**src/rtl/serial_frame_receiver_pkg.sv**
```systemverilog
// serial_frame_receiver_pkg
// Shared definitions for the 19-bit serial link (receive and transmit sides):
// field widths, frame length, counter widths and the framing state encoding.
package serial_frame_receiver_pkg;

  localparam int ADDR_W      = 3;
  localparam int DATA_W      = 16;
  localparam int FRAME_LEN   = ADDR_W + DATA_W;
  localparam int ERR_CNT_W   = 8;
  localparam int FRAME_CNT_W = 16;
  localparam int BIT_CNT_W   = $clog2(FRAME_LEN + 1);
  localparam int RF_DEPTH    = 2 ** ADDR_W;

  typedef enum logic [1:0] {
    IDLE  = 2'd0,
    RECV  = 2'd1,
    DRAIN = 2'd2
  } frame_state_t;

endpackage

```
**src/rtl/serial_frame_receiver_if.sv**
```systemverilog
// serial_frame_receiver_if
// Bundles the serial input, decoded-word output, read port and status signals
// of the frame receiver.
//   slave  : the receiver (consumes SER_IN/FRAME_EN/LAST_IN/RD_ADDR,
//            drives word, read data and status)
//   master : the link source / host side (the reverse directions)
interface serial_frame_receiver_if;
  import serial_frame_receiver_pkg::*;

  logic                   SER_IN;
  logic                   FRAME_EN;
  logic                   LAST_IN;
  logic [ADDR_W-1:0]      ADDR_OUT;
  logic [DATA_W-1:0]      DATA_OUT;
  logic                   WORD_VALID;
  logic [ADDR_W-1:0]      RD_ADDR;
  logic [DATA_W-1:0]      RD_DATA;
  logic                   LEN_ERR;
  logic [ERR_CNT_W-1:0]   ERR_CNT;
  logic [FRAME_CNT_W-1:0] FRAME_CNT;
  logic                   BUSY;

  modport slave (
    input  SER_IN, FRAME_EN, LAST_IN, RD_ADDR,
    output ADDR_OUT, DATA_OUT, WORD_VALID, RD_DATA, LEN_ERR, ERR_CNT,
           FRAME_CNT, BUSY
  );

  modport master (
    output SER_IN, FRAME_EN, LAST_IN, RD_ADDR,
    input  ADDR_OUT, DATA_OUT, WORD_VALID, RD_DATA, LEN_ERR, ERR_CNT,
           FRAME_CNT, BUSY
  );

endinterface

```
**src/rtl/serial_frame_receiver_regfile.sv**
```systemverilog
// frame_regfile
// RF_DEPTH x DATA_W storage written by good frames.
//   CLK, RST  : clock, asynchronous active-high reset (clears all entries)
//   WR_EN     : write strobe, WR_ADDR/WR_DATA written on the rising edge
//   RD_ADDR   : read address, RD_DATA registered one cycle later
// A same-cycle read and write of one address returns the old contents.
module frame_regfile
  import serial_frame_receiver_pkg::*;
(
  input  logic              CLK,
  input  logic              RST,
  input  logic              WR_EN,
  input  logic [ADDR_W-1:0] WR_ADDR,
  input  logic [DATA_W-1:0] WR_DATA,
  input  logic [ADDR_W-1:0] RD_ADDR,
  output logic [DATA_W-1:0] RD_DATA
);

  logic [DATA_W-1:0] mem [RF_DEPTH];

  // Storage and registered read port share one process so the read sees the
  // pre-write contents on a collision.
  always_ff @(posedge CLK or posedge RST) begin
    if (RST) begin
      for (int i = 0; i < RF_DEPTH; i++) begin
        mem[i] <= '0;
      end
      RD_DATA <= '0;
    end else begin
      if (WR_EN) begin
        mem[WR_ADDR] <= WR_DATA;
      end
      RD_DATA <= mem[RD_ADDR];
    end
  end

endmodule

```
**src/rtl/serial_frame_receiver.sv**
```systemverilog
// serial_frame_receiver
// Deserializes 19-bit frames (3-bit address, 16-bit data, MSB first), checks
// the frame length against LAST_IN, and stores good words in frame_regfile.
//   CLK, RST : clock, asynchronous active-high reset
//   bus      : serial_frame_receiver_if.slave
//              in : SER_IN, FRAME_EN, LAST_IN, RD_ADDR
//              out: ADDR_OUT, DATA_OUT, WORD_VALID (1-cycle), RD_DATA,
//                   LEN_ERR (1-cycle), ERR_CNT (saturating),
//                   FRAME_CNT (wrapping), BUSY
module serial_frame_receiver
  import serial_frame_receiver_pkg::*;
(
  input  logic                   CLK,
  input  logic                   RST,
  serial_frame_receiver_if.slave bus
);

  frame_state_t           state, state_next;
  logic [FRAME_LEN-1:0]   shift_reg;
  logic [FRAME_LEN-1:0]   frame_next;
  logic [BIT_CNT_W-1:0]   bit_cnt;
  logic                   last_slot;

  logic                   take_bit;
  logic                   first_bit;
  logic                   good_frame;
  logic                   len_err_det;

  logic [ADDR_W-1:0]      addr_out;
  logic [DATA_W-1:0]      data_out;
  logic                   word_valid;
  logic                   len_err;
  logic [ERR_CNT_W-1:0]   err_cnt;
  logic [FRAME_CNT_W-1:0] frame_cnt;
  logic [DATA_W-1:0]      rd_data;

  // Frame as it would look with the current bit appended; on the LAST_IN
  // cycle of a good frame this is the complete word, decoded on that edge.
  assign frame_next = (shift_reg << 1) | FRAME_LEN'(bus.SER_IN);
  assign last_slot  = (bit_cnt == BIT_CNT_W'(FRAME_LEN - 1));

  // State register.
  always_ff @(posedge CLK or posedge RST) begin
    if (RST) begin
      state <= IDLE;
    end else begin
      state <= state_next;
    end
  end

  // Framing decisions. Returning to IDLE on LAST_IN lets the next frame start
  // in the following cycle with no bubble. LAST_IN without FRAME_EN is ignored.
  always_comb begin
    state_next  = state;
    take_bit    = 1'b0;
    first_bit   = 1'b0;
    good_frame  = 1'b0;
    len_err_det = 1'b0;
    case (state)
      IDLE: begin
        if (bus.FRAME_EN) begin
          if (bus.LAST_IN) begin
            len_err_det = 1'b1;
          end else begin
            take_bit   = 1'b1;
            first_bit  = 1'b1;
            state_next = RECV;
          end
        end
      end
      RECV: begin
        if (!bus.FRAME_EN) begin
          len_err_det = 1'b1;
          state_next  = IDLE;
        end else if (bus.LAST_IN) begin
          state_next = IDLE;
          if (last_slot) begin
            good_frame = 1'b1;
          end else begin
            len_err_det = 1'b1;
          end
        end else if (last_slot) begin
          len_err_det = 1'b1;
          state_next  = DRAIN;
        end else begin
          take_bit = 1'b1;
        end
      end
      DRAIN: begin
        if (!bus.FRAME_EN) begin
          state_next = IDLE;
        end
      end
      default: begin
        state_next = IDLE;
      end
    endcase
  end

  // Shift register and bit counter; the first bit clears stale contents.
  always_ff @(posedge CLK or posedge RST) begin
    if (RST) begin
      shift_reg <= '0;
      bit_cnt   <= '0;
    end else if (take_bit) begin
      if (first_bit) begin
        shift_reg <= FRAME_LEN'(bus.SER_IN);
        bit_cnt   <= BIT_CNT_W'(1);
      end else begin
        shift_reg <= frame_next;
        bit_cnt   <= bit_cnt + BIT_CNT_W'(1);
      end
    end
  end

  // Decoded word, strobes and counters. ERR_CNT sticks at all-ones.
  always_ff @(posedge CLK or posedge RST) begin
    if (RST) begin
      addr_out   <= '0;
      data_out   <= '0;
      word_valid <= 1'b0;
      len_err    <= 1'b0;
      err_cnt    <= '0;
      frame_cnt  <= '0;
    end else begin
      word_valid <= good_frame;
      len_err    <= len_err_det;
      if (good_frame) begin
        addr_out  <= frame_next[FRAME_LEN-1:DATA_W];
        data_out  <= frame_next[DATA_W-1:0];
        frame_cnt <= frame_cnt + FRAME_CNT_W'(1);
      end
      if (len_err_det && (err_cnt != {ERR_CNT_W{1'b1}})) begin
        err_cnt <= err_cnt + ERR_CNT_W'(1);
      end
    end
  end

  frame_regfile u_regfile (
    .CLK     (CLK),
    .RST     (RST),
    .WR_EN   (good_frame),
    .WR_ADDR (frame_next[FRAME_LEN-1:DATA_W]),
    .WR_DATA (frame_next[DATA_W-1:0]),
    .RD_ADDR (bus.RD_ADDR),
    .RD_DATA (rd_data)
  );

  assign bus.ADDR_OUT   = addr_out;
  assign bus.DATA_OUT   = data_out;
  assign bus.WORD_VALID = word_valid;
  assign bus.LEN_ERR    = len_err;
  assign bus.ERR_CNT    = err_cnt;
  assign bus.FRAME_CNT  = frame_cnt;
  assign bus.RD_DATA    = rd_data;
  assign bus.BUSY       = (state == RECV) || (state == DRAIN);

endmodule
```
**src/flat_wrapper.sv**
```systemverilog
// flat-port wrapper written by rule: the top's interface ports become plain ports
module serial_frame_receiver_flat import serial_frame_receiver_pkg::*;
  (CLK, RST, bus_SER_IN, bus_FRAME_EN, bus_LAST_IN, bus_RD_ADDR, bus_ADDR_OUT, bus_DATA_OUT, bus_WORD_VALID, bus_RD_DATA, bus_LEN_ERR, bus_ERR_CNT, bus_FRAME_CNT, bus_BUSY);
  serial_frame_receiver_if bus_i ();
  input  logic CLK;
  input  logic RST;
  input wire logic [$bits(bus_i.SER_IN)-1:0] bus_SER_IN;
  input wire logic [$bits(bus_i.FRAME_EN)-1:0] bus_FRAME_EN;
  input wire logic [$bits(bus_i.LAST_IN)-1:0] bus_LAST_IN;
  input wire logic [$bits(bus_i.RD_ADDR)-1:0] bus_RD_ADDR;
  output wire logic [$bits(bus_i.ADDR_OUT)-1:0] bus_ADDR_OUT;
  output wire logic [$bits(bus_i.DATA_OUT)-1:0] bus_DATA_OUT;
  output wire logic [$bits(bus_i.WORD_VALID)-1:0] bus_WORD_VALID;
  output wire logic [$bits(bus_i.RD_DATA)-1:0] bus_RD_DATA;
  output wire logic [$bits(bus_i.LEN_ERR)-1:0] bus_LEN_ERR;
  output wire logic [$bits(bus_i.ERR_CNT)-1:0] bus_ERR_CNT;
  output wire logic [$bits(bus_i.FRAME_CNT)-1:0] bus_FRAME_CNT;
  output wire logic [$bits(bus_i.BUSY)-1:0] bus_BUSY;
  assign bus_i.SER_IN = bus_SER_IN;
  assign bus_i.FRAME_EN = bus_FRAME_EN;
  assign bus_i.LAST_IN = bus_LAST_IN;
  assign bus_i.RD_ADDR = bus_RD_ADDR;
  assign bus_ADDR_OUT = bus_i.ADDR_OUT;
  assign bus_DATA_OUT = bus_i.DATA_OUT;
  assign bus_WORD_VALID = bus_i.WORD_VALID;
  assign bus_RD_DATA = bus_i.RD_DATA;
  assign bus_LEN_ERR = bus_i.LEN_ERR;
  assign bus_ERR_CNT = bus_i.ERR_CNT;
  assign bus_FRAME_CNT = bus_i.FRAME_CNT;
  assign bus_BUSY = bus_i.BUSY;
  serial_frame_receiver u_core (.CLK(CLK), .RST(RST), .bus(bus_i));
endmodule
```
**config.mk**
```make
export PLATFORM = sky130hd
export DESIGN_NAME = serial_frame_receiver_flat
export DESIGN_NICKNAME = d
export VERILOG_FILES = /design/src/rtl/serial_frame_receiver_pkg.sv /design/src/rtl/serial_frame_receiver_if.sv /design/src/rtl/serial_frame_receiver_regfile.sv /design/src/rtl/serial_frame_receiver.sv /design/src/flat_wrapper.sv
export SDC_FILE = /design/constraint.sdc
export NUM_CORES = 1
export LEC_CHECK = 0
export ABC_AREA = 1
export CAP_MARGIN = 20
export CORE_UTILIZATION = 45
export CTS_CLUSTER_SIZE = 10
export DETAILED_ROUTE_END_ITERATION = 12
export PLACE_DENSITY = 0.65
export SYNTH_ARGS = -nofsm -noshare
export SYNTH_HDL_FRONTEND = slang
export SYNTH_SLANG_ARGS = --single-unit
```
**constraint.sdc**
```tcl
create_clock -name CLK -period 8.15 [get_ports CLK]
set_clock_uncertainty 0.05 [all_clocks]
set_input_delay 2.0375 -clock CLK [delete_from_list [all_inputs] [get_ports CLK]]
set_output_delay 2.0375 -clock CLK [all_outputs]
set_load 0.05 [all_outputs]
```
# Word-level counts from Yosys, hierarchy flattened
# Cells that the tools add are included.
[totals]
out_inout_bits = 62
ff_bits = 214
in_bits = 8
[op_classes]
bitwise = 3
n_lt_le_gt_ge = 3
n_eq_ne = 8
muxes = 31
n_addsub = 3
reduce_logical = 5
[ops]
columns = ["operator", "n"]
rows = [
  ["128-bit bitwise mux", 1],
  ["16-bit binary-select mux with 3-bit select", 1],
  ["16-bit demux with 3-bit select", 1],
  ["16-bit two-way mux", 3],
  ["19-bit by 1-bit OR with 19-bit output", 1],
  ["18-bit two-way mux", 1],
  ["16-bit by 1-bit adder with 16-bit output, second input constant", 1],
  ["1-bit two-way mux", 14],
  ["2-bit two-way mux", 6],
  ["8-bit by 1-bit adder with 8-bit output, second input constant", 1],
  ["4-bit >= comparator, second input constant", 2],
  ["8-bit != test, second input constant", 1],
  ["3-bit inverter with 4-bit output", 2],
  ["2-bit != test, second input constant", 3],
  ["2-bit one-hot mux with 3 select lines", 1],
  ["5-bit by 1-bit adder with 5-bit output, second input constant", 1],
  ["5-bit == test, second input constant", 1],
  ["5-bit two-way mux", 1],
  ["4-bit by 1-bit < comparator with 1-bit output, second input constant", 1],
  ["4-bit by 3-bit != test with 1-bit output, second input constant", 1],
  ["1-bit one-hot mux with 2 select lines", 2],
  ["4-bit AND reduction", 1],
  ["2-bit by 1-bit == test with 1-bit output, second input constant", 1],
  ["2-bit == test, second input constant", 1],
  ["other kinds (3)", 4],
]

# Depth between registers and ports, before layout
[logic_depth]
word_depth = 7
ltp_mapped = 12
depth_no_buf = 12

# By module
# Synthesis repeated with hierarchy kept, for this count alone.
[unflattened]
cells_unflattened = 1228
area_unflattened_um2 = 9882.0
[modules_own_cells]
columns = ["module", "n_inst", "cells_per_inst", "seq_area_each_um2", "area_per_inst_um2"]
rows = [
  ["frame_regfile", 1, 884, 3603.5, 6737.7],
  ["serial_frame_receiver", 1, 344, 1751.7, 3144.3],
]

# Least setup slack after synthesis
# Ideal clock, no wire load.
[synth_path]
path_kind = "input to register"
from = "in bus_LAST_IN"
to = "reg u_core.u_regfile.mem[65] in the netlist's numbering"
stages = 7
setup_ns = 0.124
path_slack_ns = 4.905
arrival_ns = 3.071
cell_sequence = "ha_1 inv_1 nor2_8 nand2_4 nor3_4 buf_4 a21oi_2"
[synth_via]
elab_chain_cells = 3
[synth_lines]
columns = ["element", "line", "source"]
rows = [
  ["start: declaration", "flat_wrapper.sv:9", "input wire logic [$bits(bus_i.LAST_IN)-1:0] bus_LAST_IN;"],
  ["1-bit two-way mux", "serial_frame_receiver.sv:75", "end else if (bus.LAST_IN) begin"],
  ["1-bit two-way mux", "serial_frame_receiver.sv:72", "if (!bus.FRAME_EN) begin"],
  ["1-bit two-way mux", "serial_frame_receiver.sv:59", "case (state)"],
  ["via u_core.good_frame", "serial_frame_receiver.sv:26", "logic good_frame;"],
  ["end signal: indexed assignment", "serial_frame_receiver_regfile.sv:26", "mem[i] <= '0;"],
  ["end signal: indexed assignment", "serial_frame_receiver_regfile.sv:31", "mem[WR_ADDR] <= WR_DATA;"],
  ["end: declaration", "serial_frame_receiver_regfile.sv:19", "logic [DATA_W-1:0] mem [RF_DEPTH];"],
]
# The timed path passes the listed nets, and every way through them passes these cells.
# A chain may end at the register's enable or synchronous reset.

# Worst setup path after layout
[layout_path]
from = "in bus_LAST_IN"
to = "reg u_core.u_regfile.mem[117] in the netlist's numbering"
[layout_via]
elab_chain_cells = 3
[layout_lines]
columns = ["element", "line"]
rows = [
  ["1-bit two-way mux", "serial_frame_receiver.sv:75"],
  ["1-bit two-way mux", "serial_frame_receiver.sv:72"],
  ["1-bit two-way mux", "serial_frame_receiver.sv:59"],
]
# Every way passes these cells.

==> flow_metrics.tcl <==
set metrics [dict create \
    vias_per_cell 5.32 \
    cts_tree "done" \
    start_kind "primary input" \
    die_h_um 146 \
    post-dp-hpwl_mm 14.0 \
    grt_setup_unrepaired "no" \
    cts-hold-fix-buffers 0 \
    ys_warn_count 0 \
    clk_transition_reported_paths_ns 0.05 \
    top_layer "met4" \
    powerDensity_nw_per_um2 225 \
    die_area_sq_um 21400 \
    timing.setup.tns_ns 0 \
    grt_max_degree 110 \
    synth-seq-cells 214 \
    grt_use_total 0.223 \
    yosysMostFrequentCell "nand2_1" \
    fin_crit_ns 4.62 \
    route.met3.wl_mm 1.02 \
    path_class "in -> reg" \
    cts_max_level 1 \
    hp-class "reg -> reg" \
    fill_cells 1866 \
    netlist.area_leader.share 0.571 \
    drt-total-wl_mm 23.1 \
    leakage_nw 5.01 \
    clock-sinks 214 \
    synth_area_sq_um 9370 \
    dr_wl_met2_mm 10.6 \
    maxSlewHeadroom 0.380 \
    cts_setup_buffers 0 \
    cp-startpoint "bus_LAST_IN" \
    synth_cells 1063 \
    drt_iter0_drc 514 \
    fin_total_pwr_w 0.00247 \
    rows 52 \
    crit_chain "clkdlybuf4s50_1 -> ha_1 -> nand3_2 -> nor4_4 -> buf_4 -> nand2_1 -> o21a_1" \
    cp_slowest_cell "nor4_4" \
    hold_path.startpoint "u_core.u_regfile.mem[30]" \
    initial_core_util 0.462 \
    drive_above_1_share 0.0599 \
    synth_top_cells_by_area "dfrtp_1 (57%), o21ai_0 (12%), nand2_1 (9.9%)" \
    setup_viol 0 \
    slew_viol_final 0 \
    path_max_fanout 43 \
    nets 1133 \
    cp.arrival_ns 4.98 \
    wl_met1_mm 10.8 \
    finalHoldViolations 0 \
    detail_route.wl_per_cell_um 16.6 \
    max_freq_ghz 0.217 \
    largest_reg_flops 128 \
    overflow 0 \
    synth_common_cells "nand2_1 (247), o21ai_0 (230), dfrtp_1 (214), inv_1 (84), nor2_1 (77)" \
    cts_made_buffers 25 \
    cp.required_ns 8.51 \
    coreArea_sq_um 20300 \
    synth_cell_types 30 \
    max_stage_delay_ns 0.95 \
    ant_nets 0 \
    syn-num-nets 1080 \
    ys_seq_area_frac 0.571 \
    rr_startpoint "u_core.bit_cnt[0]" \
    clock_latency_ns 0.52 \
    cap_violations 0 \
    netlist.top_cell.by_area "dfrtp_1" \
    syn_to_final_growth_pct 17.1 \
    tightestPinTransition_ns 0.930 \
    ys_dominant_reg_cell "dfrtp_1" \
    final_core_util 0.541 \
    cts_buffer_depth 3 \
    die_w_um 146 \
    ctsResizeCount 0 \
    numPortBuffers 69 \
    synthArstFlopShare 1.00 \
    antenna_found_initial 0 \
    run_status "completed" \
    vias 7392 \
    peakVddDrop_mv 0.170 \
    cts-root-buf "clkbuf_16" \
    synth_enable_flop_cells 0 \
    routabilityCongestion 0.778 \
    grt_pass1_vias 7008 \
    timing.final.crit_share 0.567 \
    diodes 0 \
    drc 0 \
    pin_count 70 \
    cp-end-kind "register" \
    grt_pass1_wl_mm 38.0 \
    synth.avg_cell_area_sq_um 8.82 \
    dr.pass1.iters 5 \
]
-- final cells by class --
| class | count | area [sq um] | area share |
|---|---|---|---|
| sequential | 214 | 5360 | 0.488 |
| multi-input combinational | 707 | 3450 | 0.315 |
| timing repair buffer | 83 | 821 | 0.0748 |
| clock buffer | 29 | 661 | 0.0602 |
| tap | 270 | 338 | 0.0308 |
| inverter | 85 | 327 | 0.0298 |
| clock inverter | 1 | 20.0 | 0.00182 |
-- stage by stage --
step | setup slack (ns) | hold slack, ns | instance area [sq um] | std cells
final | 3.53 | 0.427 | 11000 | 1389
after global routing | 3.32 | 0.442 | 11000 | 1389
after CTS | 3.52 | 0.431 | 11000 | 1389
after detailed placement | 2.99 | 0.418 | 10300 | 1359
after global placement | 3.05 | 0.411 | 10200 | 1356
after floorplan | 0.212 | 0.398 | 9370 | 1063
-- power breakdown --
group / leakage (nW) / switching [W] / total, W / internal, W
registers: 2.78 / 0.0000351 / 0.00114 / 0.00110
clock network: 0.335 / 0.000402 / 0.000967 / 0.000565
logic: 1.90 / 0.000266 / 0.000366 / 0.0000992
total: 5.01 / 0.000703 / 0.00247 / 0.00177
-- worst max-delay path, delay by kind of cell --
kind                       cells  cell delay [ns]
adders and majority gates      1             0.20
and+or+nand+nor                3             1.67
buffers and inverters          2             0.94
AOI/OAI and AO/OA              1             0.11
-- routing by layer --
metal  vias up  GRT usage
met5         -          0
met4         0     0.0740
met3        39     0.0291
met2       177      0.348
met1      3613      0.323
li1       3563          -
-- final timing paths --
kind                                                   to  slack, ns  depth (start not counted)
worst max-delay path            u_core.u_regfile.mem[117]       3.53                          7
worst max register to register  u_core.u_regfile.mem[117]       4.76                         10
min in group asynchronous        u_core.u_regfile.mem[47]       2.03                          2
worst min register to register   u_core.u_regfile.mem[30]       0.43                          2
worst min-delay path             u_core.u_regfile.mem[30]       0.43                          2
max in group asynchronous        u_core.u_regfile.mem[97]       4.79                          3
-- logic make-up (layout without fill, tap and decap cells) --
logic type / count (synthesis) / after routing / share of synthesized area
adder cells (fa/ha/maj): 9 / 9 / 0.0120
AND/OR/NAND/NOR: 374 / 374 / 0.165
buffers and inverters: 142 / 198 / 0.0609
XOR/XNOR: 18 / 18 / 0.0168
AO/OA/AOI/OAI: 306 / 306 / 0.174
flip-flops: 214 / 214 / 0.571
-- placed cells by master (no fill, tap or decap), types with 2 or more instances in the layout --
cell             Yosys  final
nor3_4               3      3
nor2_1              77     77
buf_8                0      2
clkbuf_1            37      2
xnor2_1              7      7
clkbuf_8             0      2
inv_1               84     83
clkbuf_16            0     25
o21a_1              16     16
clkdlybuf4s50_1      0     67
o21ai_1              7      7
nand4_1              8      8
buf_2               15      2
a21oi_1             37     37
dfrtp_1            214    214
o21ai_0            230    230
a21oi_2             14     14
xor2_1              11     11
ha_1                 9      9
buf_4                1     11
nand3_1             32     32
nand2_1            247    247
No activity file was read; power rests on OpenSTA's default activity.
